<file path="src/rtl/led_shift_engine_pkg.sv">
// Shared encodings for the LED shift engine: pattern modes and ping-pong FSM states.
package led_shift_engine_pkg;

  localparam int NB_MODE_DEF = 2;

  typedef enum logic [1:0] {
    MODE_ROT_L    = 2'b00,
    MODE_ROT_R    = 2'b01,
    MODE_PINGPONG = 2'b10,
    MODE_FLASH    = 2'b11
  } mode_e;

  typedef enum logic {
    ST_GO_LEFT  = 1'b0,
    ST_GO_RIGHT = 1'b1
  } state_e;

  // One-hot modes keep a single lit LED; flash toggles the whole bank.
  function automatic logic mode_is_onehot(input mode_e mode);
    return (mode != MODE_FLASH);
  endfunction

endpackage

</file>
<file path="src/rtl/led_shift_engine_rise_edge_detect.sv">
// Rising-edge detector for a level strobe; one pulse per low-to-high transition.
module rise_edge_detect (
  input  logic clk,
  input  logic i_ck_reset,
  input  logic i_level,
  output logic o_pulse
);

  logic level_r;

  // One-cycle delayed copy of the level, sampled every cycle.
  always_ff @(posedge clk or negedge i_ck_reset) begin
    if (!i_ck_reset) begin
      level_r <= 1'b0;
    end else begin
      level_r <= i_level;
    end
  end

  assign o_pulse = i_level & ~level_r;

endmodule

</file>
<file path="src/rtl/led_shift_engine.sv">
// LED pattern register advanced by prescaler strobes in rotate, ping-pong or flash mode.
module led_shift_engine
  import led_shift_engine_pkg::*;
#(
  parameter int NB_LEDS = 4,
  parameter int NB_MODE = NB_MODE_DEF
) (
  input  logic               clk,
  input  logic               i_ck_reset,
  input  logic               i_shift_enable,
  input  logic               i_run,
  input  logic [NB_MODE-1:0] i_mode,
  output logic [NB_LEDS-1:0] o_led,
  output logic               o_wrap
);

  localparam logic [NB_LEDS-1:0] SEED_ONEHOT = {{(NB_LEDS-1){1'b0}}, 1'b1};
  localparam logic [NB_LEDS-1:0] ALL_ZERO    = {NB_LEDS{1'b0}};
  localparam logic [NB_LEDS-1:0] ALL_ONE     = {NB_LEDS{1'b1}};

  logic               step_s;
  logic               led_legal_s;
  logic [NB_MODE-1:0] mode_r;
  state_e             state_r;

  function automatic logic [NB_LEDS-1:0] mode_seed(input logic [NB_MODE-1:0] mode);
    if (mode_is_onehot(mode_e'(mode))) begin
      return SEED_ONEHOT;
    end else begin
      return ALL_ZERO;
    end
  endfunction

  rise_edge_detect u_edge (
    .clk        (clk),
    .i_ck_reset (i_ck_reset),
    .i_level    (i_shift_enable),
    .o_pulse    (step_s)
  );

  // A pattern the current mode could not have produced is replaced by the seed on the next step.
  always_comb begin
    led_legal_s = 1'b0;
    case (mode_e'(mode_r))
      MODE_ROT_L, MODE_ROT_R: begin
        led_legal_s = $onehot(o_led);
      end
      MODE_PINGPONG: begin
        if (state_r == ST_GO_LEFT) begin
          led_legal_s = $onehot(o_led) && !o_led[NB_LEDS-1];
        end else begin
          led_legal_s = $onehot(o_led) && !o_led[0];
        end
      end
      MODE_FLASH: begin
        led_legal_s = (o_led == ALL_ZERO) || (o_led == ALL_ONE);
      end
      default: begin
        led_legal_s = 1'b0;
      end
    endcase
  end

  // Pattern register, ping-pong FSM and wrap pulse; a mode change outranks any step.
  always_ff @(posedge clk or negedge i_ck_reset) begin
    if (!i_ck_reset) begin
      o_led   <= SEED_ONEHOT;
      o_wrap  <= 1'b0;
      state_r <= ST_GO_LEFT;
      mode_r  <= NB_MODE'(MODE_ROT_L);
    end else begin
      o_wrap <= 1'b0;
      if (i_mode != mode_r) begin
        mode_r  <= i_mode;
        o_led   <= mode_seed(i_mode);
        state_r <= ST_GO_LEFT;
      end else if (step_s && i_run) begin
        if (!led_legal_s) begin
          o_led   <= mode_seed(mode_r);
          state_r <= ST_GO_LEFT;
        end else begin
          case (mode_e'(mode_r))
            MODE_ROT_L: begin
              o_led  <= {o_led[NB_LEDS-2:0], o_led[NB_LEDS-1]};
              o_wrap <= o_led[NB_LEDS-1];
            end
            MODE_ROT_R: begin
              o_led  <= {o_led[0], o_led[NB_LEDS-1:1]};
              o_wrap <= o_led[0];
            end
            MODE_PINGPONG: begin
              if (state_r == ST_GO_LEFT) begin
                o_led <= {o_led[NB_LEDS-2:0], 1'b0};
                if (o_led[NB_LEDS-2]) begin
                  state_r <= ST_GO_RIGHT;
                  o_wrap  <= 1'b1;
                end else begin
                  state_r <= ST_GO_LEFT;
                end
              end else begin
                o_led <= {1'b0, o_led[NB_LEDS-1:1]};
                if (o_led[1]) begin
                  state_r <= ST_GO_LEFT;
                  o_wrap  <= 1'b1;
                end else begin
                  state_r <= ST_GO_RIGHT;
                end
              end
            end
            MODE_FLASH: begin
              o_led  <= ~o_led;
              o_wrap <= (o_led == ALL_ZERO);
            end
            default: begin
              o_led   <= mode_seed(mode_r);
              state_r <= ST_GO_LEFT;
            end
          endcase
        end
      end else begin
        o_led <= o_led;
      end
    end
  end

endmodule

</file>
<file path="config.mk">
export PLATFORM = sky130hd
export DESIGN_NAME = led_shift_engine
export DESIGN_NICKNAME = d
export VERILOG_FILES = /design/src/rtl/led_shift_engine_pkg.sv /design/src/rtl/led_shift_engine_rise_edge_detect.sv /design/src/rtl/led_shift_engine.sv
export SDC_FILE = /design/constraint.sdc
export NUM_CORES = 1
export LEC_CHECK = 0
export BUFFER_PORTS_ARGS = -buffer_cell sky130_fd_sc_hd__buf_2
export CAP_MARGIN = 30
export CORE_MARGIN = 5
export CORE_UTILIZATION = 45
export CTS_BUF_LIST = sky130_fd_sc_hd__clkbuf_4 sky130_fd_sc_hd__clkbuf_8
export DETAILED_ROUTE_END_ITERATION = 10
export GPL_TIMING_DRIVEN = 0
export PLACE_DENSITY = 0.68
export SETUP_SLACK_MARGIN = 0.2
export SLEW_MARGIN = 5
export SYNTH_ARGS = -nofsm -noshare
export SYNTH_HDL_FRONTEND = slang
export SYNTH_SLANG_ARGS = --single-unit
</file>
<file path="constraint.sdc">
create_clock -name clk -period 2.35 [get_ports clk]
set_input_delay 0.3525 -clock clk [delete_from_list [all_inputs] [get_ports clk]]
set_output_delay 0.3525 -clock clk [all_outputs]
set_load 0.01 [all_outputs]
</file>
Yosys cells after proc, flatten, opt, wreduce, memory -nomap -nowiden:

Cells that the tools add are included.

* output and inout bits: 5
* logic and storage cells: 53
* bits in registers: 9
* input bits: 6

* reductions and logical operators: 11
* bitwise operators: 3
* $add $sub $neg: 3
* eq/ne operators: 9
* multiplexer cells: 22

Operator list (count)
* $mux 4: 4
* $pmux 4 s4: 1
* $mux 1: 15
* $add 1x1->2: 2
* $eq 2x2->1 const B: 2
* $eq 4x4->1 const B: 1
* $logic_not 4->1: 1
* $ne 2x2->1 const B: 2
* $not 4->4: 1
* $pmux 1 s4: 1
* $add 2x2->3: 1
* $eq 3x1->1 const B: 1
* $logic_and 1x1->1: 3
* $ne 3x1->1 const B: 1
* $pmux 1 s3: 1
* $eq 2x1->1 const B: 1
* $logic_not 1->1: 2
* $logic_not 2->1: 1
* $ne 2x2->1: 1
* $reduce_and 2->1: 1
* $reduce_bool 2->1: 1
* $reduce_or 2->1: 1
* $and 1x1->1: 1
* $logic_or 1x1->1: 1
* $not 1->1: 1

Depth between registers and ports, before layout:

* depth in word-level cells: 9
* gate-level depth with buffers: 10
* mapped depth without buffers: 10

By module:

From an unflattened synthesis, not the netlist that was laid out.

* cell total of the unflattened synthesis: 79
* area total of the unflattened synthesis: 809.5 µm²

By module, submodules not included
* led_shift_engine: area an instance 770.7 µm², instances 1, seq. area each 201.4 µm², cells each 77
* rise_edge_detect: area an instance 38.8 µm², instances 1, seq. area each 25.0 µm², cells each 2

Worst setup path after synthesis:

OpenSTA, ideal clock, no wires.

* path type: register to register
* start point: reg o_led[0]
* end point: reg o_led[0]
* arrival: 2.425 ns
* path buffers: 0
* setup time: 0.080 ns
* slack: -0.154 ns
* period minus slack after synthesis: 2.504 ns
* data required time: 2.270 ns
* stages on the path, launching flop included: 11
* cells stage by stage: dfstp_2 inv_1 fa_1 inv_1 ha_1 ha_1 nor2_1 a22oi_1 a211oi_2 a21bo_1 a32o_1

* longest elaborated chain between the ends: 9
* elaborated cells on any way between the ends: 16
* those cells by class: add/sub (2); eq/ne (2); mux (6); bitwise (1); reduce/logical (5)

Ends and longest elaborated chain
* start: declaration: RTL line led_shift_engine.sv:13 `output logic [NB_LEDS-1:0] o_led,`
* start signal: assignment: RTL line led_shift_engine.sv:75 `o_led <= mode_seed(i_mode);`
* start signal: assignment: RTL line led_shift_engine.sv:79 `o_led <= mode_seed(mode_r);`
* start signal: assignment: RTL line led_shift_engine.sv:84 `o_led <= {o_led[NB_LEDS-2:0], o_led[NB_LEDS-1]};`
* $add 1x1->2 (implied by the code): RTL line led_shift_engine.sv:46, led_shift_engine.sv:50, led_shift_engine.sv:52
* $add 2x2->3 (implied by the code): RTL line led_shift_engine.sv:46, led_shift_engine.sv:50, led_shift_engine.sv:52
* $eq 3x1->1: RTL line led_shift_engine.sv:46, led_shift_engine.sv:50, led_shift_engine.sv:52
* $logic_and 1x1->1 (on tied branches): RTL line led_shift_engine.sv:50, led_shift_engine.sv:52
* $mux 1: RTL line led_shift_engine.sv:49 `if (state_r == ST_GO_LEFT) begin`
* $pmux 1 s3: RTL line led_shift_engine.sv:44 `case (mode_e'(mode_r))`
* $mux 4 *: RTL line led_shift_engine.sv:78 `if (!led_legal_s) begin`
* $mux 4 *: RTL line led_shift_engine.sv:77 `end else if (step_s && i_run) begin`
* $mux 4 *: RTL line led_shift_engine.sv:73 `if (i_mode != mode_r) begin`

Every way passes the cells marked *; elsewhere a longest branch is shown, timed or not. The select of a mux whose other input is x is not followed.
A chain may end at the register's enable or synchronous reset.

Final worst setup path:

Ends and elaborated chain as after synthesis.

==> out/qor.yml <==
run_status: "finished, violations left"
failed_checks: "setup timing"
cts.sinks: 9
synth_top_area_frac: 0.2744
crit_path_start: "o_led[0]$_DFFE_PN1P_"
synth-seq-cells: 9
antenna_found_initial: 0
synthSimpleGateAreaFrac: 0.2058
drc: 0
reg2regPathDepth: 10
via_per_inst: 5.746
port_buffers: 10
routabilityCongestion: 0.8635
worst_pin_slew_ns: 0.3421
fin_crit_sh: 1.014
design.core.area_sq_mm: 0.001524
arrival_ns: 2.57
critPathKind: "reg2reg"
peakVddDrop_v: 0.0005731
place_ws_ns: -0.1928
intPower_mw: 0.2982
synth.avg_cell_area_sq_um: 8.789
p_leak_nw: 0.4262
synth.top_cells.by_area: "dfrtp_1, ha_1, nand2_1"
crit_required_ns: 2.54
cts_root_buf: "clkbuf_4"
fin_crit_ns: 2.383
fin_util: 0.5952
grt_pass1_wl_microns: 2973
yosysWarnings: 0
syn_to_final_growth_pct: 24.36
synth_edf_count: 0
syn_area_sq_um: 729.5
clock.fmax_mhz: 419.6
drv_slew: 0
setup_slack_ns: -0.03347
synth-adder-area-share: 0.09605
dr.pass1.iters: 4
netlist_instances: 83
clockBufferDepth: 2
post_synth_xor_area_fraction: 0.03431
grt.overflow.total: 0
cp_slowest_stage_delay_ns: 0.55
switching_share: 0.2841
drt_iter0_drc: 13
cp-start-kind: "flop"
skew_ns: 0.0003678
fin_nets: 114
initial_utilization: 0.4787
synth-compound-area-share: 0.2384
die_x_microns: 50.26
pwr-share-clk: 0.307
fillers: 135
synth_commonest_cells: "nand2_1, dfrtp_1, a21oi_1, inv_1"
p_per_area_mw_per_mm2: 459.3
slew_headroom: 0.7719
std_cell_rows: 14
synth_top_family_by_area: "compound AO/OA/AOI/OAI gates"
num_antenna_cells: 0
critPathCapture: "o_led[0]$_DFFE_PN1P_"
cts_buffers: 3
die_area_sq_mm: 0.002526
p_sw_mw: 0.1184
synthMuxAreaShare: 0.02744
r2r-start: "o_led[0]$_DFFE_PN1P_"
vias: 678
cts_tree: "done"
grt.total_usage: 0.1493
reg2reg_slack_ns: -0.03
hold_class: "in2reg"
yosys.area.top_type: "dfrtp_1"
worst_setup_path_end_kind: "flop"
seqPwrFrac: 0.405
die_y_microns: 50.26
crit_fanout: 3
htreeDepth: 1
drt-wirelength-per-cell_microns: 13.13
r2r_end: "o_led[0]$_DFFE_PN1P_"
num_io_pins: 11
finalSetupViolCount: 1
wirelength_microns: 1549
grt_pass1_vias: 629
synth_async_sr_flop_share: 1.000
cpMaxStageDelayCell: "dfstp_2"
hpwl_microns: 1111
synthesis.nets: 94
drive_gt1_frac: 0.3431
drv_cap: 0
synth_ff_type: "dfrtp_1"
grt_max_degree: 11
crit_chain: "inv_2, fa_1, inv_1, ha_2, ha_4, nor2_4, a22oi_2, a211oi_2, a21bo_1, a32o_1"
rsz0062_at_grt: "yes"
hold_viol_final: 0
synth_seq_area_share: 0.3105
antenna_left: 0
synth_most_common_cell: "nand2_1"
clk_pin_slew_worst_paths_ns: 0.06
clk_latency_ns: 0.26
p_comb_frac: 0.288
synthDistinctLibCells: 37
==> worst min path at each step <==
stage                    from                  endpoint  cells past startpoint
4_1_cts        i_shift_enable  u_edge.level_r$_DFF_PN0_                      1
5_1_grt        i_shift_enable  u_edge.level_r$_DFF_PN0_                      1
3_3_place_gp       i_ck_reset     mode_r[1]$_DFFE_PN0N_                      1
2_1_floorplan      i_ck_reset     mode_r[0]$_DFFE_PN0N_                      0
3_5_place_dp       i_ck_reset     mode_r[1]$_DFFE_PN0N_                      1
6_report       i_shift_enable  u_edge.level_r$_DFF_PN0_                      1
==> sequential cells by signal, indices dropped and copies added, names as in the netlist <==
register / flops
o_led: 4
mode_r: 2
o_wrap: 1
state_r: 1
u_edge.level_r: 1
==> cell usage in the layout, fill, tap and decap left out, drive strengths merged, types with 4 or more instances in the layout <==
master and n:
inv 5, buf 19, ha 4, nand2 10
nor2 4, a21oi 5, clkbuf 6, dfrtp 8
==> stage by stage <==
step	instances	total power [mW]	hold WS, ns	setup TNS [ns]	area (sq um)
2_1_floorplan	83	0.2442	0.05691	-0.06687	744.5
3_5_place_dp	109	0.2731	0.2095	-0.8036	814.5
5_1_grt	118	0.4546	0.2069	-0.4984	907.1
4_1_cts	117	0.4141	0.2158	-0.05634	878.3
6_report	118	0.4166	0.2240	-0.03347	907.1
3_3_place_gp	109	0.2724	0.2061	-0.6797	814.5
==> power by group through the flow <==
stage	Clock (mW)	Combinational [mW]	Sequential, mW
2_1_floorplan	0	0.0686	0.176
3_3_place_gp	0	0.0958	0.177
3_5_place_dp	0	0.0969	0.176
4_1_cts	0.132	0.114	0.168
5_1_grt	0.149	0.136	0.169
6_report	0.128	0.120	0.169
==> critical path: cells and delay by family (launching register included) <==
| kind | cells | cell delay (ns) |
|---|---|---|
| fa+ha+maj | 3 | 0.89 |
| compound gates | 4 | 0.71 |
| flops | 1 | 0.55 |
| buf+inv | 2 | 0.10 |
| simple gates | 1 | 0.07 |
==> final cells by class <==
cell class                 count  area [sq um]  share of cell area
clock buffer                   4         30.03             0.03310
inverter                       5         18.77             0.02069
multi-input combinational     62         474.2              0.5228
timing repair buffer          15         90.09             0.09931
tap                           16         20.02             0.02207
buffer                         7         45.04             0.04966
sequential                     9         229.0              0.2524
==> layer usage <==
layer  up-vias  track usage  wire [microns]
met5         -            0               0
met4         0      0.02620               0
met3         0      0.06509             115
met2        23       0.2385             782
met1       324       0.1880             651
li1        331            -               -
==> cell families after synthesis <==
| family | Yosys count |
|---|---|
| buffers and inverters | 12 |
| AO/OA/AOI/OAI | 24 |
| XOR/XNOR | 2 |
| AND/OR/NAND/NOR | 29 |
| multiplexers | 2 |
| adder cells (fa/ha/maj) | 5 |
| flip-flops | 9 |
==> what timing repair did <==
item / in CTS / in global routing
hold buffers: 1 / 0
endpoints found under the hold margin: 8 / 0
resized for setup: 1 / 6
pin swaps: 3 / 2
setup buffers: 3 / 1
setup endpoints to repair: 6 / 6
Power figures use the tool's default switching activity.
